<file path="src/rtl/chanbuf_pkg.sv">
// chanbuf_pkg: shared widths, arbiter state type and burst counter width
package chanbuf_pkg;
    localparam int CB_ADDR_W = 9;
    localparam int CB_DATA_W = 8;
    localparam int BURST_W   = 8;
    typedef enum logic {IDLE, LOCKED} arb_state_t;
endpackage

</file>
<file path="src/rtl/rr_pick.sv">
// rr_pick: combinational round-robin search over an eligible mask
// i_elig: candidate mask, i_ptr: first index searched
// o_oh/o_idx: winner as one-hot and index, o_found: any candidate present
module rr_pick #(
    parameter int N_REQ = 4
) (
    input  logic [N_REQ-1:0] i_elig,
    input  logic [2:0]       i_ptr,
    output logic [N_REQ-1:0] o_oh,
    output logic [2:0]       o_idx,
    output logic             o_found
);
    logic [2*N_REQ-1:0] w_rot;
    logic [3:0]         w_sum;
    // Rotating a doubled mask puts the pointer at bit 0, so the search is a plain priority scan.
    always_comb begin
        w_rot   = {i_elig, i_elig} >> i_ptr;
        o_found = 1'b0;
        w_sum   = '0;
        for (int k = 0; k < N_REQ; k++) begin
            if (!o_found && w_rot[k]) begin
                o_found = 1'b1;
                w_sum   = {1'b0, i_ptr} + 4'(k);
            end
        end
        o_idx = (w_sum >= 4'(N_REQ)) ? 3'(w_sum - 4'(N_REQ)) : 3'(w_sum);
        o_oh  = o_found ? {{(N_REQ-1){1'b0}}, 1'b1} << o_idx : '0;
    end
endmodule

</file>
<file path="src/rtl/chanbuf_arbiter.sv">
// chanbuf_arbiter: round-robin arbiter with bounded burst lock for the channel buffer RAM port
// req/lock/we/addr/wdata: per-requester access requests (packed per requester)
// gnt/rvalid/rdata: per-requester issue pulse, read-return pulse and broadcast read data
// owner/locked: last granted requester and burst-lock status
// chanbuf_*: single RAM port, read data returns the cycle after chanbuf_clken
module chanbuf_arbiter
    import chanbuf_pkg::*;
#(
    parameter int N_REQ     = 4,
    parameter int ADDR_W    = CB_ADDR_W,
    parameter int DATA_W    = CB_DATA_W,
    parameter int MAX_BURST = 16
) (
    input  logic                    clk_in,
    input  logic                    rst_in,
    input  logic [N_REQ-1:0]        req,
    input  logic [N_REQ-1:0]        lock,
    input  logic [N_REQ-1:0]        we,
    input  logic [N_REQ*ADDR_W-1:0] addr,
    input  logic [N_REQ*DATA_W-1:0] wdata,
    output logic [N_REQ-1:0]        gnt,
    output logic [N_REQ-1:0]        rvalid,
    output logic [DATA_W-1:0]       rdata,
    output logic [2:0]              owner,
    output logic                    locked,
    output logic                    chanbuf_clken,
    output logic                    chanbuf_we,
    output logic [ADDR_W-1:0]       chanbuf_addr,
    output logic [DATA_W-1:0]       chanbuf_data_w,
    input  logic [DATA_W-1:0]       chanbuf_data_r
);
    arb_state_t         r_state;
    arb_state_t         w_state_nx;
    logic [BURST_W-1:0] r_burst;
    logic [BURST_W-1:0] w_burst_nx;
    logic [BURST_W-1:0] w_burst_inc;
    logic [2:0]         r_ptr;
    logic [2:0]         r_owner;
    logic [N_REQ-1:0]   r_own_oh;
    logic [N_REQ-1:0]   r_gnt;
    logic [N_REQ-1:0]   r_rvalid;
    logic               r_clken;
    logic               r_we;
    logic [ADDR_W-1:0]  r_addr;
    logic [DATA_W-1:0]  r_wdata;
    logic               w_release;
    logic               w_lock_eff;
    logic [N_REQ-1:0]   w_elig;
    logic [N_REQ-1:0]   w_win_oh;
    logic [2:0]         w_win_idx;
    logic               w_found;
    logic               w_win_lock;
    logic               w_win_we;
    logic [2:0]         w_ptr_nx;
    logic [ADDR_W-1:0]  w_addr;
    logic [DATA_W-1:0]  w_wdata;

    // A grant still visible to the owner means its inputs are stale, so release waits for a quiet cycle.
    assign w_release   = (r_state == LOCKED) && !(|(r_gnt & r_own_oh)) && !(|(req & lock & r_own_oh));
    assign w_lock_eff  = (r_state == LOCKED) && !w_release;
    assign w_elig      = req & ~r_gnt & (w_lock_eff ? r_own_oh : '1);
    assign w_win_lock  = |(w_win_oh & lock);
    assign w_win_we    = |(w_win_oh & we);
    assign w_burst_inc = r_burst + BURST_W'(1);
    assign w_ptr_nx    = (w_win_idx == 3'(N_REQ - 1)) ? 3'd0 : w_win_idx + 3'd1;

    rr_pick #(.N_REQ(N_REQ)) u_pick (
        .i_elig  (w_elig),
        .i_ptr   (r_ptr),
        .o_oh    (w_win_oh),
        .o_idx   (w_win_idx),
        .o_found (w_found)
    );

    always_comb begin
        w_addr  = '0;
        w_wdata = '0;
        for (int k = 0; k < N_REQ; k++) begin
            if (w_win_oh[k]) begin
                w_addr  = addr[k*ADDR_W +: ADDR_W];
                w_wdata = wdata[k*DATA_W +: DATA_W];
            end
        end
    end

    // The cap releases on the grant that reaches it; a lock with MAX_BURST of 1 never holds.
    always_comb begin
        w_state_nx = w_lock_eff ? LOCKED : IDLE;
        w_burst_nx = r_burst;
        if (w_found && w_lock_eff) begin
            w_burst_nx = w_burst_inc;
            w_state_nx = (w_burst_inc == BURST_W'(MAX_BURST)) ? IDLE : LOCKED;
        end else if (w_found && w_win_lock && MAX_BURST > 1) begin
            w_burst_nx = BURST_W'(1);
            w_state_nx = LOCKED;
        end
    end

    always_ff @(posedge clk_in) begin
        if (rst_in) begin
            r_state  <= IDLE;
            r_burst  <= '0;
            r_ptr    <= '0;
            r_owner  <= '0;
            r_own_oh <= '0;
            r_gnt    <= '0;
            r_rvalid <= '0;
            r_clken  <= 1'b0;
            r_we     <= 1'b0;
            r_addr   <= '0;
            r_wdata  <= '0;
        end else begin
            r_state  <= w_state_nx;
            r_burst  <= w_burst_nx;
            r_gnt    <= w_win_oh;
            r_clken  <= w_found;
            r_we     <= w_found & w_win_we;
            r_rvalid <= (r_clken && !r_we) ? r_gnt : '0;
            if (w_found) begin
                r_ptr    <= w_ptr_nx;
                r_owner  <= w_win_idx;
                r_own_oh <= w_win_oh;
                r_addr   <= w_addr;
                r_wdata  <= w_wdata;
            end
        end
    end

    assign gnt            = r_gnt;
    assign rvalid         = r_rvalid;
    assign rdata          = (|r_rvalid) ? chanbuf_data_r : '0;
    assign owner          = r_owner;
    assign locked         = (r_state == LOCKED);
    assign chanbuf_clken  = r_clken;
    assign chanbuf_we     = r_we;
    assign chanbuf_addr   = r_addr;
    assign chanbuf_data_w = r_wdata;
endmodule

</file>
<file path="config.mk">
export PLATFORM = sky130hd
export DESIGN_NAME = chanbuf_arbiter
export DESIGN_NICKNAME = d
export VERILOG_FILES = /design/src/rtl/chanbuf_pkg.sv /design/src/rtl/rr_pick.sv /design/src/rtl/chanbuf_arbiter.sv
export SDC_FILE = /design/constraint.sdc
export NUM_CORES = 1
export LEC_CHECK = 0
export CAP_MARGIN = 15
export CORE_MARGIN = 5
export CORE_UTILIZATION = 40
export DETAILED_ROUTE_END_ITERATION = 8
export PLACE_DENSITY = 0.76
export SETUP_SLACK_MARGIN = 0.15
export SLEW_MARGIN = 20
export SYNTH_ARGS = -nofsm -noshare
export SYNTH_HDL_FRONTEND = slang
export SYNTH_HIERARCHICAL = 1
export SYNTH_SLANG_ARGS = --single-unit
</file>
<file path="constraint.sdc">
create_clock -name clk_in -period 13.4 [get_ports clk_in]
set_clock_uncertainty 0.05 [all_clocks]
set_input_delay 2.01 -clock clk_in [delete_from_list [all_inputs] [get_ports clk_in]]
set_output_delay 2.01 -clock clk_in [all_outputs]
set_load 0.01 [all_outputs]
</file>
## Word level (Yosys, flattened, before mapping)

Cells that the tools add are included.

- Output and inout bits: 39
- Register bits after elaboration: 46
- Bits of input ports: 90

- Eq/ne operators: 2
- Add/sub/neg operators: 6
- Reductions and logical operators: 23
- Mux-type cells: 27
- Order comparisons: 1
- Shift operators: 2
- Bitwise operators: 10

Operators by type and width:

| cell | count |
|---|---|
| 2-to-1 mux 8 bit | 7 |
| 2-to-1 mux 9 bit | 4 |
| bitwise AND 4 bit | 7 |
| 2-to-1 mux 4 bit | 5 |
| OR reduction 4 bit | 5 |
| logical AND 1 bit | 9 |
| 2-to-1 mux 3 bit | 3 |
| adder 3 x 2 -> 4 bit, second input constant | 2 |
| adder 8 x 1 -> 8 bit, second input constant | 1 |
| == test 8 x 5 -> 1 bit, second input constant | 1 |
| 2-to-1 mux 1 bit | 8 |
| >> shifter 8 x 3 -> 4 bit | 1 |
| zero test 1 bit | 7 |
| adder 3 x 1 -> 4 bit, second input constant | 1 |
| >= comparator 4 x 3 -> 1 bit, second input constant | 1 |
| NOT 4 bit | 1 |
| left shift 1 x 3 -> 4 bit, first input constant | 1 |
| adder 3 x 1 -> 3 bit, second input constant | 1 |
| == test 3 x 2 -> 1 bit, second input constant | 1 |
| subtractor 3 bit, second input constant | 1 |
| nonzero test 2 bit | 1 |
| OR reduction 2 bit | 1 |
| bitwise AND 1 bit | 1 |
| NOT 1 bit | 1 |

## Depth between registers and ports, before layout

- Word-level depth: 29
- Depth in mapped cells: 18

## Cells and area by module

Netlist, hierarchy kept.

By module, submodules not included:

| module | sequential area each (um^2) | cells an instance | area an instance (um^2) | times used |
|---|---|---|---|---|
| chanbuf_arbiter | 920.9 | 296 | 2483.6 | 1 |
| rr_pick | 0.0 | 65 | 541.8 | 1 |

## Least setup slack after synthesis

OpenSTA, ideal clock, no wires.

- Kind: input -> register
- Start: in lock[2]
- End: reg r_addr[0] (netlist: chanbuf_addr[0])
- Data arrival time: 5.562 ns
- Stages on the path: 18
- Setup time: 0.128 ns
- Data required time: 13.222 ns
- Path buffers: 2
- Slack: 7.661 ns
- Path through: a21oi_1 -> o22ai_1 -> o21ai_0 -> nor2_1 -> nor3b_1 -> nand2_1 -> a2111oi_4 -> a22o_4 -> a22oi_2 -> a2111oi_4 -> nor3_1 -> nor2b_2 -> buf_6 -> buf_6 -> a221oi_1 -> o311ai_1 -> o21ai_0 -> nor2_1

- Word-level cells in the longest chain between the ends: 28

RTL lines:

| item | RTL line | text |
|---|---|---|
| start, declared | chanbuf_arbiter.sv:17 | `input logic [N_REQ-1:0] lock,` |
| bitwise AND 4 bit (*) (2 in a row) | chanbuf_arbiter.sv:59 | `assign w_release = (r_state == LOCKED) && !(\|(r_gnt & r_own_oh)) && !(\|(req & lock & r_own_oh));` |
| OR reduction 4 bit (*) | chanbuf_arbiter.sv:59 |  |
| zero test 1 bit (*) | chanbuf_arbiter.sv:59 |  |
| logical AND 1 bit (*) | chanbuf_arbiter.sv:59 |  |
| zero test 1 bit (*) | chanbuf_arbiter.sv:60 | `assign w_lock_eff = (r_state == LOCKED) && !w_release;` |
| logical AND 1 bit (*) | chanbuf_arbiter.sv:60 |  |
| 2-to-1 mux 4 bit (*) | chanbuf_arbiter.sv:61 | `assign w_elig = req & ~r_gnt & (w_lock_eff ? r_own_oh : '1);` |
| bitwise AND 4 bit (*) | chanbuf_arbiter.sv:61 |  |
| via w_elig[1] | chanbuf_arbiter.sv:48 | `logic [N_REQ-1:0] w_elig;` |
| [10 not listed] | -- |  |
| 2-to-1 mux 4 bit (*) | rr_pick.sv:21 | `if (!o_found && w_rot[k]) begin` |
| >= comparator 4 x 3 -> 1 bit or subtractor 3 bit (tied branches) | rr_pick.sv:26 | `o_idx = (w_sum >= 4'(N_REQ)) ? 3'(w_sum - 4'(N_REQ)) : 3'(w_sum);` |
| 2-to-1 mux 3 bit (*) | rr_pick.sv:26 |  |
| via w_win_idx[2] | chanbuf_arbiter.sv:50 | `logic [2:0] w_win_idx;` |
| left shift 1 x 3 -> 4 bit (*) | rr_pick.sv:27 | `o_oh = o_found ? {{(N_REQ-1){1'b0}}, 1'b1} << o_idx : '0;` |
| 2-to-1 mux 4 bit (*) | rr_pick.sv:27 |  |
| via w_win_oh[0] | chanbuf_arbiter.sv:49 | `logic [N_REQ-1:0] w_win_oh;` |
| 2-to-1 mux 9 bit (*) (4 in a row) | chanbuf_arbiter.sv:79 | `if (w_win_oh[k]) begin` |
| end signal, assigned | chanbuf_arbiter.sv:123 | `r_addr <= w_addr;` |
| end, declared | chanbuf_arbiter.sv:44 | `logic [ADDR_W-1:0] r_addr;` |

The timed path passes the listed nets; every way through them passes the cells marked *.
A chain may end at the register's enable or synchronous reset.

## Worst setup path in the final report

- Start: in lock[3]
- End: reg r_wdata[7] (netlist: chanbuf_data_w[7])

- Word-level cells in the longest chain between the ends: 28

RTL lines:

| item | RTL line | text |
|---|---|---|
| bitwise AND 4 bit (*) (2 in a row) | chanbuf_arbiter.sv:59 |  |
| OR reduction 4 bit (*) | chanbuf_arbiter.sv:59 |  |
| zero test 1 bit (*) | chanbuf_arbiter.sv:59 |  |
| logical AND 1 bit (*) | chanbuf_arbiter.sv:59 |  |
| zero test 1 bit (*) | chanbuf_arbiter.sv:60 |  |
| logical AND 1 bit (*) | chanbuf_arbiter.sv:60 |  |
| 2-to-1 mux 4 bit (*) | chanbuf_arbiter.sv:61 |  |
| bitwise AND 4 bit (*) | chanbuf_arbiter.sv:61 |  |
| via w_elig[2] | chanbuf_arbiter.sv:48 |  |
| [9 not listed] | -- |  |
| logical AND 1 bit | rr_pick.sv:21 |  |
| 2-to-1 mux 4 bit | rr_pick.sv:21 |  |
| >= comparator 4 x 3 -> 1 bit or subtractor 3 bit (tied branches) | rr_pick.sv:26 |  |
| 2-to-1 mux 3 bit | rr_pick.sv:26 |  |
| left shift 1 x 3 -> 4 bit | rr_pick.sv:27 |  |
| 2-to-1 mux 4 bit (*) | rr_pick.sv:27 |  |
| via w_win_oh[0] | chanbuf_arbiter.sv:49 |  |
| 2-to-1 mux 8 bit (*) (4 in a row) | chanbuf_arbiter.sv:79 |  |
| end signal, assigned | chanbuf_arbiter.sv:124 | `r_wdata <= w_wdata;` |
| end, declared | chanbuf_arbiter.sv:45 | `logic [DATA_W-1:0] r_wdata;` |

Marked as above.

==> impl_metrics.ini <==
[drt]
firstDrtPassIters = 5
wl_um = 9080
antenna_left = 0
drt_iter0_drc = 128
vias = 3147
via_per_inst = 5.49
drc = 0
wl_per_cell_um = 15.8

[timing]
worstMarginPinSlew_ps = 956
slew_viol_final = 0
setup_ws_ps = 6210
setup_violations = 0
whs_ps = 453
period_minus_slack_ps = 7190
clock.fmax_mhz = 139
fin_crit_sh = 0.537
maxSlewHeadroom = 0.356
grt_setup_unrepaired = false
tns_ps = 0
finalHoldViolCount = 0

[setup_path]
worstReg2RegEnd = chanbuf_data_w[7]$_SDFFE_PP0P_
crit_type = in -> reg
crit_start = lock[3]
cp-end-kind = flop
worstReg2RegStart = gnt[1]$_SDFF_PP0_
r2r_setup_slack_ps = 8040
required_ps = 13580
cp_max_fo = 17
worstSetupStartpointType = input port
r2r_cells = 16
cp.arrival_ps = 7370

[cells_and_area]
fin_util = 0.606
drive_above_1_share = 0.0654
n_fill_cell = 657
multi_input_area_sq_mm = 0.00193
final_cell_area_sq_mm = 0.00442
diodes = 0
stdcell_count = 573
final_nets = 570
seqCellArea_sq_um = 921
area_growth_pct = 46.1

[synth]
ys_types = 61
synth.avg_cell_area_sq_um = 8.38
ys_seq_area_frac = 0.304
synth_warnings = 6
async_flop_share = 0
synth_edf_count = 0
synthesis.nets = 458
synth_seq_cells = 46
synth_flop_cell = dfxtp_1
syn_inst = 361
synthesis.area_sq_mm = 0.00303

[cts]
cts_tree = built
ctsRootBufferMaster = clkbuf_8
cts_buffers = 5
htree_levels = 2
post_cts_buffers = 0
clock-sinks = 46
holdBufCountCts = 0
clock_path_buffers = 2
cts_resized = 0
clk_latency_ps = 290
clkTransAtPathRegs_ps = 80

[status]
outcome = finished clean

[placement]
hpwl_um = 6790
post-place-ws_ps = 5840
placed_cell_area_sq_mm = 0.00432
io_buffers = 128
dp.cells = 565
place_congestion = 0.841

[worst_hold_path]
hold_path_class = reg -> reg
holdPathStages = 2
hold_end = owner[0]$_SDFFE_PP0P_
min_from = owner[0]$_SDFFE_PP0P_

[power]
power_mw = 0.896
peakVddDrop_v = 0.000107
p_per_area_mw_per_mm2 = 203
power.leakage_nw = 1.61

[global_route]
grtUsageTotal = 0.189
grt-ovfl-total = 0
grt_pass1_vias = 3084
grt_pass1_wl_um = 14900
grt_max_degree = 53
antenna_found_initial = 0

[die]
start_util = 0.415
core_sq_mm = 0.00729
die_h_um = 97.0
die_area_sq_mm = 0.00940
die_x_um = 97.0
ioPinCount = 129
rows = 31

[run]
maxCapViolCount = 0
sequential cells by signal, indices dropped and copies added (netlist names):
| name | count |
|---|---|
| r_own_oh | 4 |
| chanbuf_we | 1 |
| locked | 1 |
| r_burst | 8 |
| rvalid | 4 |
| owner | 3 |
| chanbuf_data_w | 8 |
| chanbuf_addr | 9 |
| r_ptr | 3 |
| chanbuf_clken | 1 |
| gnt | 4 |
worst max path at each step:
stage	end	slack (ps)	cells after the start
3_5_place_dp	chanbuf_data_w[7]$_SDFFE_PP0P_	5840	17
4_1_cts	chanbuf_data_w[7]$_SDFFE_PP0P_	6110	17
5_1_grt	chanbuf_data_w[7]$_SDFFE_PP0P_	5590	17
3_3_place_gp	chanbuf_addr[1]$_SDFFE_PP0P_	6030	17
2_1_floorplan	chanbuf_addr[0]$_SDFFE_PP0P_	7660	18
6_report	chanbuf_data_w[7]$_SDFFE_PP0P_	6210	17
report_power, final:
part | switching [mW] | total (mW) | internal, mW
clock | 0.0441 | 0.0858 | 0.0416
sequential | 0.0321 | 0.207 | 0.175
combinational | 0.316 | 0.603 | 0.287
worst max-delay path, stage by stage:
cell	delay, ps
clkdlybuf4s50_1	460
a21oi_1	170
o22ai_1	110
o21ai_0	490
nor2_1	80
nor3b_1	690
nor2b_1	330
a2111oi_4	70
a22o_4	310
a2111oi_1	370
o21ai_0	210
nor3_1	490
nor2b_2	760
a221oi_1	160
o311ai_0	370
o21ai_0	190
nor2_1	120
cell usage after synthesis (all sizes together) (5+ instances only):
library cell | number | area share
buf | 16 | 0.037
ha | 7 | 0.029
a221oi | 17 | 0.049
dfxtp | 46 | 0.30
nand2 | 33 | 0.041
and2 | 5 | 0.010
nor2 | 34 | 0.044
nand2b | 7 | 0.014
nor3b | 9 | 0.022
inv | 8 | 0.011
o21ai | 21 | 0.038
mux2i | 7 | 0.023
nor3 | 5 | 0.0083
a21oi | 18 | 0.030
a22oi | 5 | 0.014
clkbuf | 12 | 0.015
nand3b | 9 | 0.022
o311ai | 17 | 0.049
nor2b | 37 | 0.080
routing by layer:
metal  wire length (um)  track usage  share of wire
met1               3750        0.224           0.41
met3                759       0.0705          0.084
met5                  0            0              0
met2               4400        0.316           0.48
met4                162       0.0562          0.018
cell usage in the layout (no fill, tap or decap), types with 2 or more instances in the layout:
cell type,count
mux2i_1,7
clkbuf_8,6
xnor2_1,4
and2b_1,2
ha_1,7
dfxtp_1,46
nor3_1,4
o22ai_1,4
clkdlybuf4s50_1,128
a22o_4,2
nor2b_1,35
o21ai_0,20
a2111oi_4,2
o311ai_1,10
a221oi_1,17
nand2_1,33
o311ai_0,7
nand3b_1,9
a211oi_1,3
a22oi_1,4
a21oi_1,18
nor2_2,2
nand3_1,4
inv_1,7
a21o_1,2
mux4_2,2
xor2_1,2
nor3b_1,6
buf_4,5
nand2b_1,7
nor3b_2,3
nor2_1,32
and2_1,5
kinds of logic (layout without fill, tap and decap cells):
family | after synthesis | in the layout | synth area share
compound gates | 103 | 103 | 0.269
xor+xnor | 6 | 6 | 0.0174
fa+ha+maj | 7 | 7 | 0.0289
buf+inv | 36 | 149 | 0.0633
flops | 46 | 46 | 0.304
mux | 10 | 10 | 0.0418
simple gates | 153 | 153 | 0.275
final cells by class:
type,instances,share of cell area
Tap cell,99,0.0280
Multi-Input combinational cell,279,0.437
Clock inverter,1,0.00113
Timing Repair Buffer,133,0.298
Clock buffer,7,0.0195
Inverter,8,0.00736
Sequential cell,46,0.208
Power figures use the tool's default switching activity.
